$ cat src/rtl/pipeline_hazard_ctrl_if.sv
// pipeline_hazard_ctrl_if: hazard inputs from the pipeline and per-stage stall/flush controls back to it.
interface pipeline_hazard_ctrl_if #(
    parameter int REG_ADDR_W = 5,
    parameter int CNT_W      = 16
);
    logic [REG_ADDR_W-1:0] id_rs1, id_rs2, ex_rd;
    logic                  id_uses_rs2, ex_memread, ex_branch_taken, mem_req, mem_ready;
    logic                  pc_write, ifid_write, idex_bubble, ifid_flush, idex_flush, exmem_hold;
    logic                  mem_timeout;
    logic [1:0]            state_o;
    logic [CNT_W-1:0]      stall_cycles, flush_events;
    modport master (
        output id_rs1, id_rs2, id_uses_rs2, ex_memread, ex_rd, ex_branch_taken, mem_req, mem_ready,
        input  pc_write, ifid_write, idex_bubble, ifid_flush, idex_flush, exmem_hold,
        input  mem_timeout, state_o, stall_cycles, flush_events
    );
    modport slave (
        input  id_rs1, id_rs2, id_uses_rs2, ex_memread, ex_rd, ex_branch_taken, mem_req, mem_ready,
        output pc_write, ifid_write, idex_bubble, ifid_flush, idex_flush, exmem_hold,
        output mem_timeout, state_o, stall_cycles, flush_events
    );
endinterface

$ cat src/rtl/pipeline_hazard_ctrl.sv
// pipeline_hazard_ctrl: load-use stall, taken-branch flush and memory-wait freeze sequencer.
// HAZARD_PERF_CNT_EN adds saturating stall/flush performance counters.
module pipeline_hazard_ctrl #(
    parameter int REG_ADDR_W   = 5,
    parameter int FLUSH_CYCLES = 1,
    parameter int MEM_TIMEOUT  = 16,
    parameter int CNT_W        = 16
) (
    input logic clk,
    input logic reset,
    pipeline_hazard_ctrl_if.slave hz
);
    localparam int WW = $clog2(MEM_TIMEOUT + 1);
    typedef enum logic [1:0] {RUN = 2'd0, MEM_WAIT = 2'd1, FLUSH = 2'd2} state_t;
    state_t          state_q, state_d;
    logic [WW-1:0]   wait_q, wait_d;
    logic [2:0]      fl_q, fl_d;
    logic            mem_timeout_q, mem_timeout_d;
    logic            load_use, stall_req, apply_rules;
    always_comb begin
        load_use = hz.ex_memread && hz.ex_rd != {REG_ADDR_W{1'b0}} &&
                   (hz.ex_rd == hz.id_rs1 || (hz.id_uses_rs2 && hz.ex_rd == hz.id_rs2));
        stall_req = hz.mem_req && !hz.mem_ready;
        hz.pc_write = 1'b1;
        hz.ifid_write = 1'b1;
        hz.idex_bubble = 1'b0;
        hz.ifid_flush = 1'b0;
        hz.idex_flush = 1'b0;
        hz.exmem_hold = 1'b0;
        state_d = state_q;
        wait_d = wait_q;
        fl_d = fl_q;
        mem_timeout_d = mem_timeout_q;
        apply_rules = 1'b0;
        case (state_q)
            RUN: begin
                if (stall_req) begin
                    hz.pc_write = 1'b0;
                    hz.ifid_write = 1'b0;
                    hz.exmem_hold = 1'b1;
                    wait_d = WW'(1);
                    state_d = MEM_WAIT;
                end else apply_rules = 1'b1;
            end
            MEM_WAIT: begin
                if (hz.mem_ready) begin
                    state_d = RUN;
                    apply_rules = 1'b1;
                end else if (wait_q < WW'(MEM_TIMEOUT)) begin
                    hz.pc_write = 1'b0;
                    hz.ifid_write = 1'b0;
                    hz.exmem_hold = 1'b1;
                    wait_d = wait_q + 1'b1;
                end else begin
                    mem_timeout_d = 1'b1;
                    state_d = RUN;
                end
            end
            FLUSH: begin
                if (stall_req) begin
                    hz.pc_write = 1'b0;
                    hz.ifid_write = 1'b0;
                    hz.exmem_hold = 1'b1;
                end else begin
                    hz.ifid_flush = 1'b1;
                    fl_d = fl_q - 3'd1;
                    state_d = (fl_q <= 3'd1) ? RUN : FLUSH;
                end
            end
            default: state_d = RUN;
        endcase
        // A taken branch squashes the ID instruction, so it overrides any load-use bubble
        if (apply_rules && hz.ex_branch_taken) begin
            hz.ifid_flush = 1'b1;
            hz.idex_flush = 1'b1;
            if (FLUSH_CYCLES > 1) begin
                fl_d = 3'(FLUSH_CYCLES - 1);
                state_d = FLUSH;
            end
        end else if (apply_rules && load_use) begin
            hz.pc_write = 1'b0;
            hz.ifid_write = 1'b0;
            hz.idex_bubble = 1'b1;
        end
        if (reset) begin
            hz.pc_write = 1'b0;
            hz.ifid_write = 1'b0;
            hz.idex_bubble = 1'b0;
            hz.exmem_hold = 1'b0;
            hz.ifid_flush = 1'b1;
            hz.idex_flush = 1'b1;
        end
    end
    always_ff @(posedge clk) begin
        if (reset) begin
            state_q <= RUN;
            wait_q <= '0;
            fl_q <= '0;
            mem_timeout_q <= 1'b0;
        end else begin
            state_q <= state_d;
            wait_q <= wait_d;
            fl_q <= fl_d;
            mem_timeout_q <= mem_timeout_d;
        end
    end
    assign hz.state_o = state_q;
    assign hz.mem_timeout = mem_timeout_q;
`ifdef HAZARD_PERF_CNT_EN
    logic [CNT_W-1:0] stall_q, stall_d, flev_q, flev_d;
    logic             flush_evt;
    assign flush_evt = apply_rules && hz.ex_branch_taken;
    always_comb begin
        stall_d = (!hz.pc_write && stall_q != {CNT_W{1'b1}}) ? stall_q + 1'b1 : stall_q;
        flev_d = (flush_evt && flev_q != {CNT_W{1'b1}}) ? flev_q + 1'b1 : flev_q;
    end
    always_ff @(posedge clk) begin
        if (reset) begin
            stall_q <= '0;
            flev_q <= '0;
        end else begin
            stall_q <= stall_d;
            flev_q <= flev_d;
        end
    end
    assign hz.stall_cycles = stall_q;
    assign hz.flush_events = flev_q;
`else
    assign hz.stall_cycles = {CNT_W{1'b0}};
    assign hz.flush_events = {CNT_W{1'b0}};
`endif
endmodule

$ cat src/flat_wrapper.sv
// flat-port wrapper written by rule: the top's interface ports become plain ports
module pipeline_hazard_ctrl_flat 
#(
    parameter int REG_ADDR_W   = 5,
    parameter int FLUSH_CYCLES = 1,
    parameter int MEM_TIMEOUT  = 16,
    parameter int CNT_W        = 16
)
  (clk, reset, hz_id_rs1, hz_id_rs2, hz_id_uses_rs2, hz_ex_memread, hz_ex_rd, hz_ex_branch_taken, hz_mem_req, hz_mem_ready, hz_pc_write, hz_ifid_write, hz_idex_bubble, hz_ifid_flush, hz_idex_flush, hz_exmem_hold, hz_mem_timeout, hz_state_o, hz_stall_cycles, hz_flush_events);
  pipeline_hazard_ctrl_if #(.REG_ADDR_W(REG_ADDR_W), .CNT_W(CNT_W)) hz_i ();
  input logic clk;
  input logic reset;
  input wire logic [$bits(hz_i.id_rs1)-1:0] hz_id_rs1;
  input wire logic [$bits(hz_i.id_rs2)-1:0] hz_id_rs2;
  input wire logic [$bits(hz_i.id_uses_rs2)-1:0] hz_id_uses_rs2;
  input wire logic [$bits(hz_i.ex_memread)-1:0] hz_ex_memread;
  input wire logic [$bits(hz_i.ex_rd)-1:0] hz_ex_rd;
  input wire logic [$bits(hz_i.ex_branch_taken)-1:0] hz_ex_branch_taken;
  input wire logic [$bits(hz_i.mem_req)-1:0] hz_mem_req;
  input wire logic [$bits(hz_i.mem_ready)-1:0] hz_mem_ready;
  output wire logic [$bits(hz_i.pc_write)-1:0] hz_pc_write;
  output wire logic [$bits(hz_i.ifid_write)-1:0] hz_ifid_write;
  output wire logic [$bits(hz_i.idex_bubble)-1:0] hz_idex_bubble;
  output wire logic [$bits(hz_i.ifid_flush)-1:0] hz_ifid_flush;
  output wire logic [$bits(hz_i.idex_flush)-1:0] hz_idex_flush;
  output wire logic [$bits(hz_i.exmem_hold)-1:0] hz_exmem_hold;
  output wire logic [$bits(hz_i.mem_timeout)-1:0] hz_mem_timeout;
  output wire logic [$bits(hz_i.state_o)-1:0] hz_state_o;
  output wire logic [$bits(hz_i.stall_cycles)-1:0] hz_stall_cycles;
  output wire logic [$bits(hz_i.flush_events)-1:0] hz_flush_events;
  assign hz_i.id_rs1 = hz_id_rs1;
  assign hz_i.id_rs2 = hz_id_rs2;
  assign hz_i.id_uses_rs2 = hz_id_uses_rs2;
  assign hz_i.ex_memread = hz_ex_memread;
  assign hz_i.ex_rd = hz_ex_rd;
  assign hz_i.ex_branch_taken = hz_ex_branch_taken;
  assign hz_i.mem_req = hz_mem_req;
  assign hz_i.mem_ready = hz_mem_ready;
  assign hz_pc_write = hz_i.pc_write;
  assign hz_ifid_write = hz_i.ifid_write;
  assign hz_idex_bubble = hz_i.idex_bubble;
  assign hz_ifid_flush = hz_i.ifid_flush;
  assign hz_idex_flush = hz_i.idex_flush;
  assign hz_exmem_hold = hz_i.exmem_hold;
  assign hz_mem_timeout = hz_i.mem_timeout;
  assign hz_state_o = hz_i.state_o;
  assign hz_stall_cycles = hz_i.stall_cycles;
  assign hz_flush_events = hz_i.flush_events;
  pipeline_hazard_ctrl #(.REG_ADDR_W(REG_ADDR_W), .FLUSH_CYCLES(FLUSH_CYCLES), .MEM_TIMEOUT(MEM_TIMEOUT), .CNT_W(CNT_W)) u_core (.clk(clk), .reset(reset), .hz(hz_i));
endmodule
$ cat config.mk
export PLATFORM = sky130hd
export DESIGN_NAME = pipeline_hazard_ctrl_flat
export DESIGN_NICKNAME = d
export VERILOG_FILES = /design/src/rtl/pipeline_hazard_ctrl_if.sv /design/src/rtl/pipeline_hazard_ctrl.sv /design/src/flat_wrapper.sv
export SDC_FILE = /design/constraint.sdc
export NUM_CORES = 1
export LEC_CHECK = 0
export ABC_AREA = 1
export BUFFER_PORTS_ARGS = -buffer_cell sky130_fd_sc_hd__buf_2
export CORE_MARGIN = 2
export CORE_UTILIZATION = 45
export CTS_BUF_LIST = sky130_fd_sc_hd__clkbuf_4 sky130_fd_sc_hd__clkbuf_8
export CTS_CLUSTER_SIZE = 10
export DETAILED_ROUTE_END_ITERATION = 6
export GPL_ROUTABILITY_DRIVEN = 0
export PLACE_DENSITY = 0.92
export REMOVE_ABC_BUFFERS = 1
export SYNTH_ARGS = -nofsm -noshare
export SYNTH_HDL_FRONTEND = slang
export SYNTH_SLANG_ARGS = --single-unit
$ cat constraint.sdc
create_clock -name clk -period 1.8 [get_ports clk]
set_clock_uncertainty 0.2 [all_clocks]
set_input_delay 0.36 -clock clk [delete_from_list [all_inputs] [get_ports clk]]
set_output_delay 0.36 -clock clk [all_outputs]
set_load 0.03 [all_outputs]
==> impl_results.html <==
<table>
<tr><th>Metric</th><th>Value</th></tr>
<tr><th colspan="2">Synth</th></tr>
<tr><td>Library cell occupying the most area in the post-synthesis netlist</td><td>buf_4</td></tr>
<tr><td>Area share of xor/xnor cells in the synthesized design</td><td>0.825%</td></tr>
<tr><td>Cells after synthesis</td><td>171</td></tr>
<tr><td>Dominant combinational cell family by area after synthesis</td><td>buffers and inverters</td></tr>
<tr><td>Mapped cell area</td><td>1060 µm²</td></tr>
<tr><td>Top area cells in the synthesized netlist</td><td>buf_4 (23%), dfxtp_1 (21%), nand2_1 (16%), inv_1 (8.8%), nor2_1 (5.3%)</td></tr>
<tr><td>Synthesized-area fraction occupied by and/or/nand/nor cells</td><td>31.4%</td></tr>
<tr><td>Count of yosys warnings during synthesis</td><td>0</td></tr>
<tr><td>Synthesis-stage register bit count</td><td>11</td></tr>
<tr><td>Mean Syn Cell Area</td><td>6.20 µm²</td></tr>
<tr><td>Area fraction of the dominant cell type after synthesis</td><td>23.3%</td></tr>
<tr><td>Share of the yosys chip area belonging to registers</td><td>20.8%</td></tr>
<tr><td>Distinct cell type count after synthesis</td><td>23</td></tr>
<tr><td>Arithmetic-cell share of the synthesized area counting full adders, half adders and majority gates</td><td>3.54%</td></tr>
<tr><td>Proportion of synthesized area in mux cells</td><td>0%</td></tr>
<tr><td>Area fraction in compound gates after synthesis</td><td>9.91%</td></tr>
<tr><th colspan="2">Worst hold path</th></tr>
<tr><td>Path type of the worst min-delay path</td><td>in2reg</td></tr>
<tr><td>Hold path depth</td><td>3</td></tr>
<tr><td>Worst min-delay path startpoint</td><td>reset</td></tr>
<tr><td>Worst Hold Path EP</td><td>u_core.hz.state_o[0]</td></tr>
<tr><th colspan="2">Placed design</th></tr>
<tr><td>Port Buffers</td><td>30</td></tr>
<tr><td>DP Wirelength</td><td>1720 µm</td></tr>
<tr><td>Setup WS pre-CTS</td><td>-151 ps</td></tr>
<tr><td>Standard cell area after detailed placement</td><td>1190 µm²</td></tr>
<tr><th colspan="2">Clock network</th></tr>
<tr><td>CTS tree</td><td>yes</td></tr>
<tr><td>Max Buffers Root-to-Sink</td><td>2</td></tr>
<tr><td>Maximum level of the CTS H-tree</td><td>1</td></tr>
<tr><td>Clock root buffer</td><td>clkbuf_4</td></tr>
<tr><td>Clock insertion delay at the later pin of the skew report</td><td>270 ps</td></tr>
<tr><td>Post-CTS Hold Buffers</td><td>0</td></tr>
<tr><td>Clock transition at the registers of the reported paths</td><td>70 ps</td></tr>
<tr><td>Cts bufs inserted</td><td>3</td></tr>
<tr><td>Count of clock tree sinks</td><td>11</td></tr>
<tr><th colspan="2">STA</th></tr>
<tr><td>Total negative slack for setup checks</td><td>-1140 ps</td></tr>
<tr><td>Achievable frequency</td><td>0.494 GHz</td></tr>
<tr><td>Minimum clock period after layout</td><td>2030 ps</td></tr>
<tr><td>Unrepaired setup endpoints after global routing</td><td>true</td></tr>
<tr><td>Count of final max-slew check failures</td><td>0</td></tr>
<tr><td>Final worst slack</td><td>-226 ps</td></tr>
<tr><td>Worst hold slack across all endpoints</td><td>226 ps</td></tr>
<tr><td>Final count of negative-setup-slack endpoints</td><td>6</td></tr>
<tr><td>Final-report hold violation count</td><td>0</td></tr>
<tr><td>Final worst path period share</td><td>113%</td></tr>
<tr><th colspan="2">Final layout</th></tr>
<tr><td>Utilization after layout</td><td>63.0%</td></tr>
<tr><td>Ant. Diodes</td><td>0</td></tr>
<tr><td>Combined area of the multi-input logic cells</td><td>658 µm²</td></tr>
<tr><td>Final Net Count</td><td>248</td></tr>
<tr><td>Register area</td><td>228 µm²</td></tr>
<tr><td>Filler cell count in the final layout</td><td>186</td></tr>
<tr><td>Layout cell share with drive strength beyond 1</td><td>35.1%</td></tr>
<tr><td>Total non-filler cell area in the finished layout</td><td>1390 µm²</td></tr>
<tr><td>Post-synthesis to final-layout area growth</td><td>31.3%</td></tr>
<tr><th colspan="2">Worst setup path</th></tr>
<tr><td>R2R setup slack</td><td>390 ps</td></tr>
<tr><td>Startpoint of the worst-slack reg-to-reg timing path</td><td>u_core.hz.state_o[1]</td></tr>
<tr><td>Arrival time at the worst endpoint</td><td>1470 ps</td></tr>
<tr><td>Startpoint Class</td><td>flop</td></tr>
<tr><td>Worst Path Class, Setup</td><td>reg2out</td></tr>
<tr><td>Worst reg2reg path depth</td><td>8</td></tr>
<tr><td>Critical path required time</td><td>1240 ps</td></tr>
<tr><td>Biggest fanout along the worst timing path</td><td>4</td></tr>
<tr><td>End of the worst register-to-register path</td><td>u_core.wait_q[0]</td></tr>
<tr><td>Capturing element type of the critical path</td><td>output port</td></tr>
<tr><th colspan="2">Routing</th></tr>
<tr><td>DRC marker count from the first detailed-route iteration</td><td>37</td></tr>
<tr><td>Total iterations of the first detailed-routing run</td><td>4</td></tr>
<tr><td>Routed wirelength normalized by instance count</td><td>9.53 µm</td></tr>
<tr><td>Total vias in the final route</td><td>1100</td></tr>
<tr><td>Vias per cell</td><td>4.40</td></tr>
<tr><td>Number of nets with antenna violations after routing</td><td>0</td></tr>
<tr><td>DR DRC count</td><td>0</td></tr>
<tr><td>Routed wire length</td><td>2380 µm</td></tr>
<tr><th colspan="2">GRT</th></tr>
<tr><td>GR Util All Layers</td><td>18.3%</td></tr>
<tr><td>Via count of the first global-routing pass</td><td>907</td></tr>
<tr><td>Number of antenna violations at the first check in global routing</td><td>0</td></tr>
<tr><td>Sum of overflow across all layers after global routing</td><td>0</td></tr>
<tr><td>Pin count of the biggest net entering global routing</td><td>9</td></tr>
<tr><td>Global-route wire length before repair</td><td>3740 µm</td></tr>
<tr><th colspan="2">Job</th></tr>
<tr><td>Max-cap violations</td><td>0</td></tr>
<tr><th colspan="2">Pwr</th></tr>
<tr><td>Standby leakage power</td><td>0.806 nW</td></tr>
<tr><td>Power density over the cells</td><td>526 nW/µm²</td></tr>
<tr><td>VDD IR max</td><td>0.359 mV</td></tr>
<tr><th colspan="2">Die</th></tr>
<tr><td>Number of primary I/O pins</td><td>63</td></tr>
<tr><td>Starting density of the core</td><td>48.0%</td></tr>
<tr><td>Std-Cell Core Area</td><td>2210 µm²</td></tr>
<tr><td>Site row count</td><td>17</td></tr>
<tr><td>Area of the die</td><td>2760 µm²</td></tr>
<tr><td>Horiz. Die Dim</td><td>52.6 µm</td></tr>
<tr><td>Height of the die</td><td>52.6 µm</td></tr>
<tr><th colspan="2">Outcome</th></tr>
<tr><td>Failing checks</td><td>negative setup slack</td></tr>
<tr><td>Status</td><td>finished, violations left</td></tr>
</table>
==> synthesized netlist by cell type <==
cell / number
nand2_1: 45
buf_4: 33
inv_1: 25
nor2_1: 15
dfxtp_1: 11
a21oi_1: 9
nand3_1: 9
ha_1: 3
o21ai_0: 3
a31oi_1: 2
inv_2: 2
nor2_2: 2
o21ai_2: 2
a21boi_1: 1
clkbuf_1: 1
conb_1: 1
nand2_4: 1
nand3_2: 1
nand4_2: 1
nor2_4: 1
nor3_1: 1
o21a_1: 1
xnor2_1: 1
==> logic make-up after synthesis <==
family                     count (synthesis)
DFF                                       11
xor gates and xnor gates                   1
AOI/OAI and AO/OA                         18
and+or+nand+nor                           76
other                                      1
adders and majority gates                  3
buffers and inverters                     61
==> report_power, final <==
group	leakage [nW]	internal (W)	switching [W]
Combinational	0.698	0.0000938	0.000200
Clock	0.0184	0.000101	0.0000886
Sequential	0.0904	0.000244	0.00000447
==> metrics by stage <==
step	cells	total power, W
detailed placement	236	0.000502
global placement	236	0.000499
finish	250	0.000733
CTS	246	0.000713
global route	250	0.000772
floorplan	168	0.000433
==> cell type report <==
class | instances | area share, %
Sequential cell | 11 | 16.4
Multi-Input combinational cell | 130 | 47.3
Timing Repair Buffer | 50 | 24.3
Clock buffer | 4 | 2.16
Tap cell | 28 | 2.52
Inverter | 27 | 7.46
==> routing by layer <==
layer | track usage, % | vias to the layer above | routed length, µm
met5 | 0 | - | 0
li1 | - | 558 | -
met2 | 32.7 | 49 | 1230
met4 | 5.56 | 0 | 38
met3 | 5.14 | 6 | 191
met1 | 20.8 | 487 | 924
==> sequential cells by signal (all words and copies together), names as in the netlist <==
| name | count |
|---|---|
| u_core.fl_q | 3 |
| u_core.hz.mem_timeout | 1 |
| u_core.hz.state_o | 2 |
| u_core.wait_q | 5 |
==> worst max-delay path, stage by stage (launching register included) <==
cell and delay, ps:
dfxtp_4 370, nor2_4 120, nand2_2 70, o21ai_2 80
nand2_1 110, nor2_2 110, nand2_1 80, nor2_2 100
buf_6 140
==> how the worst max path moves through the flow <==
stage / start / end
floorplan: u_core.hz.state_o[1] / hz_ifid_write
global route: u_core.hz.state_o[1] / hz_idex_bubble
finish: u_core.hz.state_o[1] / hz_idex_bubble
global placement: hz_mem_ready / hz_pc_write
CTS: u_core.hz.state_o[1] / hz_idex_bubble
detailed placement: hz_mem_ready / hz_ifid_write
==> layout by cell type, fill, tap and decap left out <==
cell / count
a21oi_1: 8
nand3_2: 3
buf_6: 6
nand2_4: 3
inv_4: 1
o21a_1: 1
a21boi_1: 1
inv_1: 23
a21oi_4: 1
dfxtp_4: 2
nor3_1: 1
nor2_1: 14
conb_1: 32
nand3_1: 7
nand2_2: 4
buf_2: 24
nand2_1: 39
nor2_4: 2
clkbuf_4: 4
xnor2_1: 1
nor2_2: 2
dfxtp_1: 9
a31oi_1: 2
o21ai_2: 2
ha_1: 3
inv_2: 3
nand4_2: 1
o21ai_0: 3
buf_4: 20
==> repair_timing <==
item,CTS,global route
pin swaps,7,8
setup endpoints to repair,6,6
buffers inserted,6,4
gates resized for setup,22,11
(Power assumes the default switching activity.)
